## src/rtl/shift_seq_pkg.sv

```systemverilog
// ============================================================================
// Module   : shift_seq_pkg
// Purpose  : Shared encodings and defaults for the shift sequencer.
// Revision : 1.0 - initial release
// ============================================================================
`default_nettype none

package shift_seq_pkg;

  localparam int WIDTH_DEF = 32;
  localparam int SAW_DEF   = 5;

  localparam logic [1:0] OP_SLL  = 2'b00;
  localparam logic [1:0] OP_SRL  = 2'b01;
  localparam logic [1:0] OP_SRA  = 2'b10;
  localparam logic [1:0] OP_ROTR = 2'b11;

  typedef enum logic [1:0] {
    ST_IDLE  = 2'd0,
    ST_SHIFT = 2'd1,
    ST_DONE  = 2'd2
  } state_e;

endpackage

`default_nettype wire

```

## src/rtl/shift_seq_if.sv

```systemverilog
// ============================================================================
// Module   : shift_seq_if
// Purpose  : Request/response bundle between control unit and shift sequencer.
// Revision : 1.0 - initial release
// ============================================================================
`default_nettype none

interface shift_seq_if
  import shift_seq_pkg::*;
#(
  parameter int WIDTH = WIDTH_DEF,
  parameter int SAW   = SAW_DEF
);

  logic             start;
  logic             flush;
  logic [1:0]       op;
  logic [WIDTH-1:0] data;
  logic [SAW-1:0]   shamt;
  logic             busy;
  logic             done;
  logic [WIDTH-1:0] result;

  modport master (
    output start, flush, op, data, shamt,
    input  busy, done, result
  );

  modport slave (
    input  start, flush, op, data, shamt,
    output busy, done, result
  );

endinterface

`default_nettype wire

```

## src/rtl/shift_step.sv

```systemverilog
// ============================================================================
// Module   : shift_step
// Purpose  : Combinational single step of the sequencer: shift by 1 or by 4.
// Revision : 1.0 - initial release
// ============================================================================
`default_nettype none

module shift_step
  import shift_seq_pkg::*;
#(
  parameter int WIDTH = WIDTH_DEF
) (
  input  wire logic [WIDTH-1:0] value,
  input  wire logic [1:0]       op,
  input  wire logic             by4,
  output logic      [WIDTH-1:0] result
);

  always_comb begin
    result = value;
    if (by4) begin
      case (op)
        OP_SLL:  result = {value[WIDTH-5:0], 4'b0000};
        OP_SRL:  result = {4'b0000, value[WIDTH-1:4]};
        OP_SRA:  result = {{4{value[WIDTH-1]}}, value[WIDTH-1:4]};
        default: result = {value[3:0], value[WIDTH-1:4]};
      endcase
    end else begin
      case (op)
        OP_SLL:  result = {value[WIDTH-2:0], 1'b0};
        OP_SRL:  result = {1'b0, value[WIDTH-1:1]};
        OP_SRA:  result = {value[WIDTH-1], value[WIDTH-1:1]};
        default: result = {value[0], value[WIDTH-1:1]};
      endcase
    end
  end

endmodule

`default_nettype wire

```

## src/rtl/shift_seq.sv

```systemverilog
// ============================================================================
// Module   : shift_seq
// Purpose  : Iterative shift sequencer (SLL/SRL/SRA/ROTR), one step per cycle.
//            Define SHIFT_SEQ_BY4_EN to take 4-bit steps while count >= 4.
// Revision : 1.0 - initial release
// ============================================================================
`default_nettype none

module shift_seq
  import shift_seq_pkg::*;
#(
  parameter int WIDTH = WIDTH_DEF,
  parameter int SAW   = SAW_DEF
) (
  input  wire logic    clk,
  input  wire logic    rst,
  shift_seq_if.slave   bus
);

  state_e           state_q, state_d;
  logic [WIDTH-1:0] result_q, result_d;
  logic [1:0]       op_q, op_d;
  logic [SAW-1:0]   count_q, count_d;

  logic [WIDTH-1:0] step_out;
  logic             by4;
  logic [SAW-1:0]   step_dec;

`ifdef SHIFT_SEQ_BY4_EN
  assign by4 = (count_q >= SAW'(4));
`else
  assign by4 = 1'b0;
`endif

  assign step_dec = by4 ? SAW'(4) : SAW'(1);

  shift_step #(
    .WIDTH (WIDTH)
  ) u_step (
    .value  (result_q),
    .op     (op_q),
    .by4    (by4),
    .result (step_out)
  );

  always_ff @(posedge clk or posedge rst) begin
    if (rst) begin
      state_q  <= ST_IDLE;
      result_q <= '0;
      op_q     <= OP_SLL;
      count_q  <= '0;
    end else begin
      state_q  <= state_d;
      result_q <= result_d;
      op_q     <= op_d;
      count_q  <= count_d;
    end
  end

  // DONE accepts a new start exactly like IDLE so back-to-back ops need no bubble.
  always_comb begin
    state_d  = state_q;
    result_d = result_q;
    op_d     = op_q;
    count_d  = count_q;
    case (state_q)
      ST_SHIFT: begin
        if (bus.flush) begin
          state_d = ST_IDLE;
          count_d = '0;
        end else begin
          result_d = step_out;
          count_d  = count_q - step_dec;
          if (count_d == '0) state_d = ST_DONE;
        end
      end
      ST_IDLE, ST_DONE: begin
        if (bus.flush) begin
          state_d = ST_IDLE;
          count_d = '0;
        end else if (bus.start) begin
          result_d = bus.data;
          op_d     = bus.op;
          count_d  = bus.shamt;
          state_d  = (bus.shamt == '0) ? ST_DONE : ST_SHIFT;
        end else begin
          state_d = ST_IDLE;
        end
      end
      default: begin
        state_d = ST_IDLE;
        count_d = '0;
      end
    endcase
  end

  assign bus.busy   = (state_q == ST_SHIFT);
  assign bus.done   = (state_q == ST_DONE);
  assign bus.result = result_q;

endmodule

`default_nettype wire

```

## src/flat_wrapper.sv

```systemverilog
// flat-port wrapper written by rule: the top's interface ports become plain ports
module shift_seq_flat import shift_seq_pkg::*;
#(
  parameter int WIDTH = WIDTH_DEF,
  parameter int SAW   = SAW_DEF
)
  (clk, rst, bus_start, bus_flush, bus_op, bus_data, bus_shamt, bus_busy, bus_done, bus_result);
  shift_seq_if #(.WIDTH(WIDTH), .SAW(SAW)) bus_i ();
  input  wire logic clk;
  input  wire logic rst;
  input wire logic [$bits(bus_i.start)-1:0] bus_start;
  input wire logic [$bits(bus_i.flush)-1:0] bus_flush;
  input wire logic [$bits(bus_i.op)-1:0] bus_op;
  input wire logic [$bits(bus_i.data)-1:0] bus_data;
  input wire logic [$bits(bus_i.shamt)-1:0] bus_shamt;
  output wire logic [$bits(bus_i.busy)-1:0] bus_busy;
  output wire logic [$bits(bus_i.done)-1:0] bus_done;
  output wire logic [$bits(bus_i.result)-1:0] bus_result;
  assign bus_i.start = bus_start;
  assign bus_i.flush = bus_flush;
  assign bus_i.op = bus_op;
  assign bus_i.data = bus_data;
  assign bus_i.shamt = bus_shamt;
  assign bus_busy = bus_i.busy;
  assign bus_done = bus_i.done;
  assign bus_result = bus_i.result;
  shift_seq #(.WIDTH(WIDTH), .SAW(SAW)) u_core (.clk(clk), .rst(rst), .bus(bus_i));
endmodule
```

## config.mk

```make
export PLATFORM = sky130hd
export DESIGN_NAME = shift_seq_flat
export DESIGN_NICKNAME = d
export VERILOG_FILES = /design/src/rtl/shift_seq_pkg.sv /design/src/rtl/shift_seq_if.sv /design/src/rtl/shift_step.sv /design/src/rtl/shift_seq.sv /design/src/flat_wrapper.sv
export SDC_FILE = /design/constraint.sdc
export NUM_CORES = 1
export LEC_CHECK = 0
export ABC_CLOCK_PERIOD_IN_PS = 3610
export CORE_MARGIN = 2
export CORE_UTILIZATION = 43
export DETAILED_ROUTE_END_ITERATION = 16
export PLACE_DENSITY = 0.78
export SLEW_MARGIN = 10
export SYNTH_ARGS = -nofsm -noshare
export SYNTH_HDL_FRONTEND = slang
export SYNTH_HIERARCHICAL = 1
export SYNTH_SLANG_ARGS = --single-unit
```

## constraint.sdc

```tcl
create_clock -name clk -period 3.61 [get_ports clk]
set_input_delay 0.361 -clock clk [delete_from_list [all_inputs] [get_ports clk]]
set_output_delay 0.361 -clock clk [all_outputs]
set_load 0.005 [all_outputs]
```

==> impl_metrics.json <==
{
  "cap_violations": 0,
  "nets": 380,
  "drt_iter0_drc": 165,
  "synthArstFlopShare": 1.00,
  "clockBufferDepth": 2,
  "fin_area_um2": 3760,
  "yosysMostFrequentCell": "nor2_1",
  "cts_root_buf": "clkbuf_8",
  "yosys-top-cells-count": "nor2_1, dfrtp_1, mux2i_1, a21oi_1, mux4_2",
  "htreeDepth": 2,
  "placed_area_um2": 3660,
  "setup.worst_path.class": "flip-flop to output pin",
  "status": "complete, no violations",
  "grt_max_degree": 65,
  "cp-start-kind": "flip-flop",
  "clkSlewWorstSetupHoldPaths_ps": 80,
  "ioPinCount": 77,
  "die-area_um2": 7450,
  "yosys_warnings": 6,
  "grt_overflow": 0,
  "io_buffers": 76,
  "seq_area_frac_synth": 0.352,
  "synth_seq_cells": 41,
  "netlist.area_leader.share": 0.352,
  "n_antenna_cell": 0,
  "fin_crit_sh": 0.630,
  "reg2reg_slack_ps": 1420,
  "wl_um": 7390,
  "drc": 0,
  "cts_setup_buffers": 0,
  "synthTopCellsByArea": "dfrtp_1, mux2i_1, mux4_2",
  "dp_hpwl_um": 5170,
  "critPathMaxStageDelay_ps": 580,
  "synth_top_area_cell": "dfrtp_1",
  "end_kind": "output pin",
  "cp_max_fo": 26,
  "vias_per_cell": 5.71,
  "netlist_instances": 267,
  "areaGrowthSynthToFinish_pct": 29.1,
  "avgSynthCellArea_um2": 10.9,
  "via_count": 2375,
  "fill_cells": 578,
  "rsz0062_at_grt": "no",
  "grt_pass1_wl_um": 11900,
  "cts_tree": "yes",
  "core-area_um2": 6680,
  "rr_startpoint": "u_core/op_q[0]$_DFFE_PP0P_",
  "fin_skew_ps": 10.8,
  "row_count": 30,
  "critPathBufInv": 2,
  "dieWidth_um": 86.3,
  "cts_sinks": 41,
  "tightest_slew_ps": 693,
  "drt_pass1_iterations": 4,
  "fin_tns_setup_ps": 0,
  "critPathTopFamily": "buffers and inverters",
  "drt-wirelength-per-cell_um": 17.8,
  "path_cells": "buf_4, nor2b_1, clkdlybuf4s50_1",
  "cts_made_buffers": 5,
  "slew_viol_final": 0,
  "powerDensity_nw_per_um2": 572,
  "required_ps": 3250,
  "fin_crit_ps": 2280,
  "die_h_um": 86.3,
  "grt_pass1_vias": 2311,
  "finalHoldViolCount": 0,
  "drive_gt1_frac": 0.0952,
  "start_util": 0.436,
  "slew_headroom": 0.538,
  "postCtsResizedCells": 0,
  "grt_antenna_before_repair": 0,
  "cp_slowest_cell": "dfrtp_2",
  "min_path_type": "primary input to async pin",
  "synth_edf_count": 0,
  "setup_viol": 0,
  "vdd_drop_max_uv": 198,
  "ant_nets": 0,
  "synth_cell_types": 41,
  "track_usage": 0.207,
  "crit_arrival_ps": 1910,
  "power_mw": 2.15,
  "ys.flop_type": "dfrtp_1",
  "gp_congestion": 0.885,
  "clk_latency_ps": 300,
  "leakage_nw": 1.45,
  "cp-startpoint": "u_core/state_q[0]$_DFFE_PP0P_",
  "synthesis.area_um2": 2920,
  "fmax_mhz": 439,
  "ctsHoldBuffers": 0
}
## final cells by class
| cell class | count | area, µm² | area share |
|---|---|---|---|
| clock buffer | 6 | 72.6 | 0.0193 |
| clock inverter | 2 | 35.0 | 0.00931 |
| inverter | 4 | 15.0 | 0.00399 |
| multi-input combinational | 204 | 1730 | 0.460 |
| sequential | 41 | 1030 | 0.273 |
| tap | 80 | 100 | 0.0266 |
| timing repair buffer | 79 | 783 | 0.208 |
## worst register-to-register path, cell delays in order (launching register included)
cell,delay (ps)
dfrtp_1,540
nor2_8,610
mux4_1,660
mux2i_1,160
a21oi_1,90
## flip-flops by register name (all words and copies together), names as in the netlist
name and cells:
u_core/state_q 2, u_core/op_q 2, u_core/count_q 5, u_core/bus.result 32
## routing by layer
| metal | vias to the layer above | part of all wire | GRT usage | wire, µm |
|---|---|---|---|---|
| li1 | 1128 | - | - | - |
| met2 | 88 | 0.49 | 0.324 | 3630 |
| met5 | - | 0 | 0 | 0 |
| met3 | 7 | 0.058 | 0.0410 | 425 |
| met4 | 0 | 0.012 | 0.0724 | 91 |
| met1 | 1152 | 0.44 | 0.289 | 3250 |
## report_power, final
| group | total (mW) | switching, mW | internal, mW | leakage (nW) |
|---|---|---|---|---|
| logic | 0.954 | 0.351 | 0.602 | 0.933 |
| registers | 0.828 | 0.241 | 0.588 | 0.462 |
| clock network | 0.370 | 0.165 | 0.205 | 0.0552 |
## placed cells by master (no fill, tap or decap), types with 3 or more instances in the layout
| cell | instances |
|---|---|
| nand2_1 | 12 |
| inv_1 | 4 |
| conb_1 | 4 |
| a31oi_1 | 3 |
| clkdlybuf4s50_1 | 76 |
| o21ai_0 | 7 |
| a21oi_1 | 35 |
| nor3_1 | 3 |
| mux4_2 | 16 |
| mux4_1 | 8 |
| a211oi_1 | 3 |
| nor2_1 | 42 |
| o22ai_1 | 3 |
| mux2i_1 | 39 |
| dfrtp_1 | 40 |
| clkbuf_8 | 5 |
| buf_4 | 3 |
| and2_1 | 3 |
| o21a_1 | 3 |
## final timing paths
| path | end | depth (start not counted) |
|---|---|---|
| worst max-delay path | bus_done | 3 |
| worst min-delay path | u_core/count_q[3]$_DFFE_PP0P_ | 3 |
| worst max register to register | u_core/bus.result[5]$_DFFE_PP0P_ | 4 |
| worst min register to register | u_core/count_q[4]$_DFFE_PP0P_ | 1 |
| max in group asynchronous | u_core/state_q[0]$_DFFE_PP0P_ | 3 |
| min in group clk | u_core/count_q[4]$_DFFE_PP0P_ | 1 |
## cell families (layout without fill, tap and decap cells)
kind of cell	after synthesis	after routing	share of synthesized area
AO/OA/AOI/OAI	61	61	0.124
XOR/XNOR	2	2	0.00601
adder cells (fa/ha/maj)	2	2	0.00858
buffers and inverters	25	91	0.0584
flip-flops	41	41	0.352
multiplexers	65	65	0.337
other	1	4	0.00129
AND/OR/NAND/NOR	70	70	0.113
## metrics by stage
stage	setup WS, ps	utilization	std cells	hold WS (ps)
after detailed placement	1440	0.547	408	513
after global placement	1510	0.547	408	511
after global routing	1230	0.563	416	533
after floorplan	1920	-	270	473
after CTS	1310	0.563	416	497
final	1330	0.563	416	483
(Power assumes the default switching activity.)
